File: config.mk
export PLATFORM = sky130hd
export DESIGN_NAME = clk_div_bank
export DESIGN_NICKNAME = d
export VERILOG_FILES = /design/src/rtl/clk_div_bank.sv
export SDC_FILE = /design/constraint.sdc
export NUM_CORES = 1
export LEC_CHECK = 0
export CORE_ASPECT_RATIO = 2
export CORE_MARGIN = 2
export CORE_UTILIZATION = 64
export DETAILED_ROUTE_END_ITERATION = 7
export PLACE_DENSITY = 0.8
export SLEW_MARGIN = 40
export SYNTH_ARGS = -nofsm -noshare
export SYNTH_HDL_FRONTEND = slang
export SYNTH_SLANG_ARGS = --single-unit
File: constraint.sdc
create_clock -name clk -period 11.1 [get_ports clk]
set_clock_uncertainty 0.15 [all_clocks]
set_input_delay 2.775 -clock clk [delete_from_list [all_inputs] [get_ports clk]]
set_output_delay 2.775 -clock clk [all_outputs]
set_load 0.005 [all_outputs]
File: src/rtl/clk_div_bank.sv
// Fully synchronous multi-channel clock divider bank with run-time ratio updates.
// New ratios take effect only at period boundaries, so clk_out never glitches.
module clk_div_bank #(
  parameter  int NUM_CH    = 4,
  parameter  int DIV_W     = 8,
  parameter  int DIV_RESET = 2,
  localparam int CH_W      = (NUM_CH > 1) ? $clog2(NUM_CH) : 1
) (
  input  logic              clk,
  input  logic              reset,
  input  logic              en,
  input  logic              sync,
  input  logic              cfg_valid,
  output logic              cfg_ready,
  input  logic [CH_W-1:0]   cfg_ch,
  input  logic [DIV_W-1:0]  cfg_div,
  input  logic [NUM_CH-1:0] and_mask,
  output logic [NUM_CH-1:0] clk_out,
  output logic [NUM_CH-1:0] tick,
  output logic              and_out
);

  localparam logic [CH_W:0]    NUM_CH_L  = (CH_W+1)'(NUM_CH);
  localparam logic [DIV_W-1:0] DIV_RST_L = DIV_W'(DIV_RESET);
  localparam logic [DIV_W:0]   ONE_W     = (DIV_W+1)'(1);

  logic [NUM_CH-1:0] apply;
  logic              pend_valid_q, pend_valid_d;
  logic [CH_W-1:0]   pend_ch_q, pend_ch_d;
  logic [DIV_W-1:0]  pend_div_q, pend_div_d;
  logic              cfg_xfer;

  // A ratio of 1 runs as 2; the result is one bit wider so H never overflows.
  function automatic logic [DIV_W:0] eff_div(input logic [DIV_W-1:0] d);
    return (d == DIV_W'(1)) ? (DIV_W+1)'(2) : {1'b0, d};
  endfunction

  for (genvar i = 0; i < NUM_CH; i++) begin : g_ch
    logic [DIV_W-1:0] cnt_q, cnt_d;
    logic [DIV_W-1:0] div_q, div_d, div_now;
    logic             clk_out_q, clk_out_d;
    logic             tick_q, tick_d;
    logic [DIV_W:0]   d_cur, d_now, half;
    logic             hit, wrap;

    assign d_cur = eff_div(div_q);
    // >= rather than == so a ratio shrunk while paused still wraps cleanly
    assign wrap  = (div_q != '0) && ({1'b0, cnt_q} >= (d_cur - ONE_W));
    assign hit   = pend_valid_q && (pend_ch_q == CH_W'(i));
    assign apply[i] = hit && ((div_q == '0) || !en || sync || wrap);
    assign div_d = apply[i] ? pend_div_q : div_q;
    // sync restarts the period, so it already runs on a freshly applied ratio
    assign div_now = sync ? div_d : div_q;
    assign d_now   = eff_div(div_now);
    assign half    = (d_now + ONE_W) >> 1;

    always_comb begin
      cnt_d     = cnt_q;
      clk_out_d = clk_out_q;
      tick_d    = 1'b0;
      if (div_now == '0) begin
        cnt_d     = '0;
        clk_out_d = 1'b0;
      end else if (sync) begin
        cnt_d     = en ? DIV_W'(1) : '0;
        clk_out_d = en;
        tick_d    = en;
      end else if (en) begin
        clk_out_d = ({1'b0, cnt_q} < half);
        tick_d    = (cnt_q == '0);
        cnt_d     = wrap ? '0 : cnt_q + DIV_W'(1);
      end
    end

    always_ff @(posedge clk or negedge reset) begin
      if (!reset) begin
        cnt_q     <= '0;
        div_q     <= DIV_RST_L;
        clk_out_q <= 1'b0;
        tick_q    <= 1'b0;
      end else begin
        cnt_q     <= cnt_d;
        div_q     <= div_d;
        clk_out_q <= clk_out_d;
        tick_q    <= tick_d;
      end
    end

    assign clk_out[i] = clk_out_q;
    assign tick[i]    = tick_q;
  end

  // An apply on this edge frees the slot in time to accept a new request.
  assign cfg_ready = !pend_valid_q || (|apply);
  assign cfg_xfer  = cfg_valid && cfg_ready;

  always_comb begin
    pend_valid_d = pend_valid_q && !(|apply);
    pend_ch_d    = pend_ch_q;
    pend_div_d   = pend_div_q;
    if (cfg_xfer && ({1'b0, cfg_ch} < NUM_CH_L)) begin
      pend_valid_d = 1'b1;
      pend_ch_d    = cfg_ch;
      pend_div_d   = cfg_div;
    end
  end

  always_ff @(posedge clk or negedge reset) begin
    if (!reset) begin
      pend_valid_q <= 1'b0;
      pend_ch_q    <= '0;
      pend_div_q   <= '0;
    end else begin
      pend_valid_q <= pend_valid_d;
      pend_ch_q    <= pend_ch_d;
      pend_div_q   <= pend_div_d;
    end
  end

  assign and_out = (|and_mask) && (&(clk_out | ~and_mask));

endmodule

# Yosys cells after proc, flatten, opt, wreduce, memory -nomap -nowiden
# Cells that the tools add are included.
# W data, S select, Z words.
# totals
output_inout_bits,10
regBits,83
# op_classes
n_bitwise,2
n_eq_ne,11
addsub,12
n_lt_le_gt_ge,8
reduce_logical,55
muxes,58
# op_table
operator,count
$mux W8,32
$logic_not A8 Y1,12
$eq A8 B1 Y1 const B,8
$add A8 B1 Y9 const B,4
$ge A8 B9 Y1,4
$sub A8 B1 Y9 const B,4
$add A8 B1 Y8 const B,4
$lt A8 B8 Y1,4
$reduce_bool A8 Y1,4
$mux W1,26
$logic_and A1 B1 Y1,15
$logic_or A1 B1 Y1,13
$reduce_bool A3 Y1,4
$reduce_or A4 Y1,2
$eq A2 B2 Y1 const B,2
$not A4 Y4,1
$or A4 B4 Y4,1
$reduce_and A4 Y1,1
$logic_not A1 Y1,3
$eq A2 B1 Y1 const B,1
$logic_not A2 Y1,1

# Depth between registers and ports, before layout
# logic_depth
word_depth,16
depth_mapped,17
depth_no_buf,14

# Worst setup path after synthesis
# No wires, ideal clock.
# synth_timing
path_kind,input port to output port
from,in sync
to,out cfg_ready
required_ps,8175
n_path_buf,1
path_stages,6
setup_slack_ps,4230
arrival_time_ps,3945
cell_sequence,clkbuf_1 -> nand2b_1 -> a21oi_1 -> nand3_1 -> o31ai_1 -> o311ai_4
# synth_between
elab_chain_cells,5
# synth_lines
element,line_no,rtl
"start, declared",12,"input logic sync,"
$logic_or A1 B1 Y1 (2 in series),50,assign apply[i] = hit && ((div_q == '0) || !en || sync || wrap);
$logic_and A1 B1 Y1,50,
$reduce_or A4 Y1 *,94,assign cfg_ready = !pend_valid_q || (|apply);
$logic_or A1 B1 Y1 *,94,
"end, declared",14,"output logic cfg_ready,"
# Every way passes the cells marked *; elsewhere a longest branch is shown, timed or not.

# Worst setup path after layout
# layout_timing
from,in en
to,out cfg_ready
# layout_between
elab_chain_cells,7
# layout_lines
element,line_no,rtl
"start, declared",11,"input logic en,"
$logic_not A1 Y1 *,50,
$logic_or A1 B1 Y1 (3 in series),50,
$logic_and A1 B1 Y1,50,
$reduce_or A4 Y1 *,94,
$logic_or A1 B1 Y1 *,94,
# Marks and branches as above.

==> key figures <==
Clock network
  – Clock Sinks: between 80 and 90
  – Post_cts resized: 0
  – Bufs on Longest Clock Path: 2
  – Root Buffer: clkbuf_16
  – Worst-Skew Late Latency: between 0.3 and 0.4 ns
  – Cts hold-fix bufs: 0
  – CTS buffer count: 9
  – # H-tree levels: 3
  – Post-CTS setup buffers: 0
  – Worst-path clk slew: roughly 0.060 ns
  – TritonCTS clock tree: yes

Die
  – Die W: between 70 and 80 um
  – Core ar.: around 0.011 mm^2
  – Die ar.: around 0.012 mm^2
  – Die Y: between 150 and 200 um
  – Site Rows: between 50 and 60
  – I/O pin cnt: 29
  – Initial core utilization: 0.657

Synth
  – Post-synth top area share: 0.285
  – Most common flop cell mapped by yosys: dfrtp_1
  – Distinct cells, synth: 59
  – Most numerous cell in the Yosys netlist: ha_1
  – Syn Nets: between 800 and 900
  – Synth area leaders: dfrtp_1, ha_1, xnor2_1
  – Post-synthesis sequential area ratio: 0.300
  – Mapped cell area: roughly 0.0069 mm^2
  – Post-synth top cells: ha_1, dfrtp_1, nand2_1, nor2_1, o21ai_0
  – Largest area contributor in the netlist: dfrtp_1
  – Mean post-synth cell area: ~8.8 um^2
  – Cells after Synth: roughly 790
  – Flops & latches, synth: 83
  – Number of flops mapped to enable cells by yosys: 0
  – Syn. warnings: 0
  – Post-synthesis async set-or-reset flop share: 1.00

Setup path
  – Slowest CP cell: clkdlybuf4s50_1
  – Most frequent CP cell: clkdlybuf4s50_1
  – CP startpoint kind: input port
  – Worst-path cell chain: clkdlybuf4s50_1, clkinv_1, nor2_2, a31o_2, o311ai_4, clkdlybuf4s50_1
  – Req. time, crit path: 8.18 ns
  – Reg2Reg Setup Slack: around 6.7 ns
  – Crit end category: output port
  – Crit path largest cell delay: about 0.84 ns
  – Max FO, Critical Path: 14
  – Worst Path Arrival: about 5.7 ns
  – CP top delay family: buffers and inverters
  – Buffers & Inverters on Critical Path: 3
  – Crit Path Class: in -> out

Layout
  – Layout cell share with drive strength beyond 1: 0.0810
  – Number of inserted diodes: 0
  – Area Overhead vs Synth: 8.84%
  – NumNets Final: between 800 and 900
  – Final core utilization: 0.716
  – Design area: 0.00754 mm^2

Placed design
  – Post-Place Worst Slack: about 2.4 ns
  – IO buf count: 28
  – Hpwl dp: between 10 and 15 mm
  – Cell Area, Placed: slightly above 0.007 mm^2
  – GPL Wtd Cong: about 0.94

Job
  – MaxCap Viol Count: 0

Drt
  – Vias per std cell: around 6.5
  – DRT iter0 DRCs: a little over 500
  – Total iterations of the first detailed-routing run: 7
  – Wirelength per Cell: 20.1 um
  – Vias: around 6,100
  – Post-route ant nets: 0
  – Routed WL: about 19 mm
  – Drc violations: 0

Timing
  – Min cycle time layout: approximately 8.6 ns
  – Final-report hold violation count: 0
  – Finish-stage setup viols: 0
  – Pins over their slew limit: 0
  – Setup TNS: 0 ns
  – Final worst path period share: 0.774
  – Max Fclk: 116 MHz
  – RSZ-0062 raised after global routing: no
  – Worst-Margin Slew: about 0.78 ns
  – Final setup margin: around 2.5 ns
  – Max-slew headroom: 0.469

Power
  – Pwr dens: roughly 260 mW/mm^2
  – Maximum VDD drop: ~0.15 mV
  – Leak Pwr: ~3.5 nW
  – Pwr Total: slightly below 2 mW

Global route
  – First-pass GRT wire length: 30.3 mm
  – Grt total ovfl: 0
  – Number of global-route vias before repair: 6,121
  – Largest net degree at the start of global routing: 48
  – GRT Total Usage: 0.332
  – Antenna violations before repair: 0

Worst hold path
  – Worst hold path type: reg -> reg

Run status
  – Status: finished clean
-- state kept, by name (all words and copies together) (netlist names) --
signal          cells
g_ch.clk_out_q      4
pend_valid_q        1
pend_div_q          8
g_ch.cnt_q         32
g_ch.div_q         32
pend_ch_q           2
g_ch.tick_q         4
-- metal layers --
| metal | GRT usage | up-vias | routed length, um |
|---|---|---|---|
| li1 | - | 2778 | - |
| met1 | 0.368 | 2913 | 6690 |
| met2 | 0.589 | 296 | 9730 |
| met3 | 0.0417 | 81 | 1020 |
| met4 | 0.213 | 0 | 1210 |
| met5 | 0 | - | 0 |
-- metrics by stage --
stage / hold slack (ns) / cells
3_5_place_dp: 0.425 / 909
6_report: 0.434 / 927
5_1_grt: 0.467 / 927
4_1_cts: 0.436 / 925
3_3_place_gp: 0.396 / 909
2_1_floorplan: 0.372 / 791
-- layout by cell type, fill, tap and decap left out, types with 16 or more instances in the layout --
cell,count
nor3_1,18
a21oi_1,36
mux2i_1,26
nand4_1,16
nand2_1,76
nand3_1,36
o21ai_0,44
dfrtp_1,79
ha_1,84
xor2_1,32
clkdlybuf4s50_1,27
xnor2_1,38
inv_1,36
nor2_1,58
mux2_2,29
-- path summary, 6_finish.rpt --
check | startpoint | to | depth (start not counted)
min in group asynchronous | reset | g_ch[2].div_q[0] | 1
min reg2reg | g_ch[2].div_q[1] | g_ch[2].div_q[1] | 2
max | en | cfg_ready | 6
max in group asynchronous | reset | g_ch[1].div_q[4] | 2
max reg2reg | g_ch[0].div_q[2] | pend_div_q[1] | 13
min | g_ch[2].div_q[1] | g_ch[2].div_q[1] | 2
-- area by class of cell --
class,instances,area (um^2)
timing repair buffer,31,300
tap,137,171
multi-input combinational,623,4500
fill,805,3000
clock buffer,10,239
inverter,37,139
clock inverter,6,113
sequential,83,2080
-- worst register-to-register path: cells and delay by family, from the launching register on --
family          cells  cell delay, ns
mux                 1            0.36
simple gates        7            2.21
compound gates      4            0.82
fa+ha+maj           1            0.31
flops               1            0.48
-- report_power, final --
part           internal, mW  total [mW]  switching, mW
clock                 0.226       0.354          0.128
sequential            0.399       0.636          0.237
combinational         0.435       0.947          0.512
-- logic make-up after synthesis --
family / synth area share
XOR/XNOR: 0.0884
AND/OR/NAND/NOR: 0.191
AO/OA/AOI/OAI: 0.131
multiplexers: 0.0847
buffers and inverters: 0.0525
adder cells (fa/ha/maj): 0.152
flip-flops: 0.300
Power figures use the tool's default switching activity.
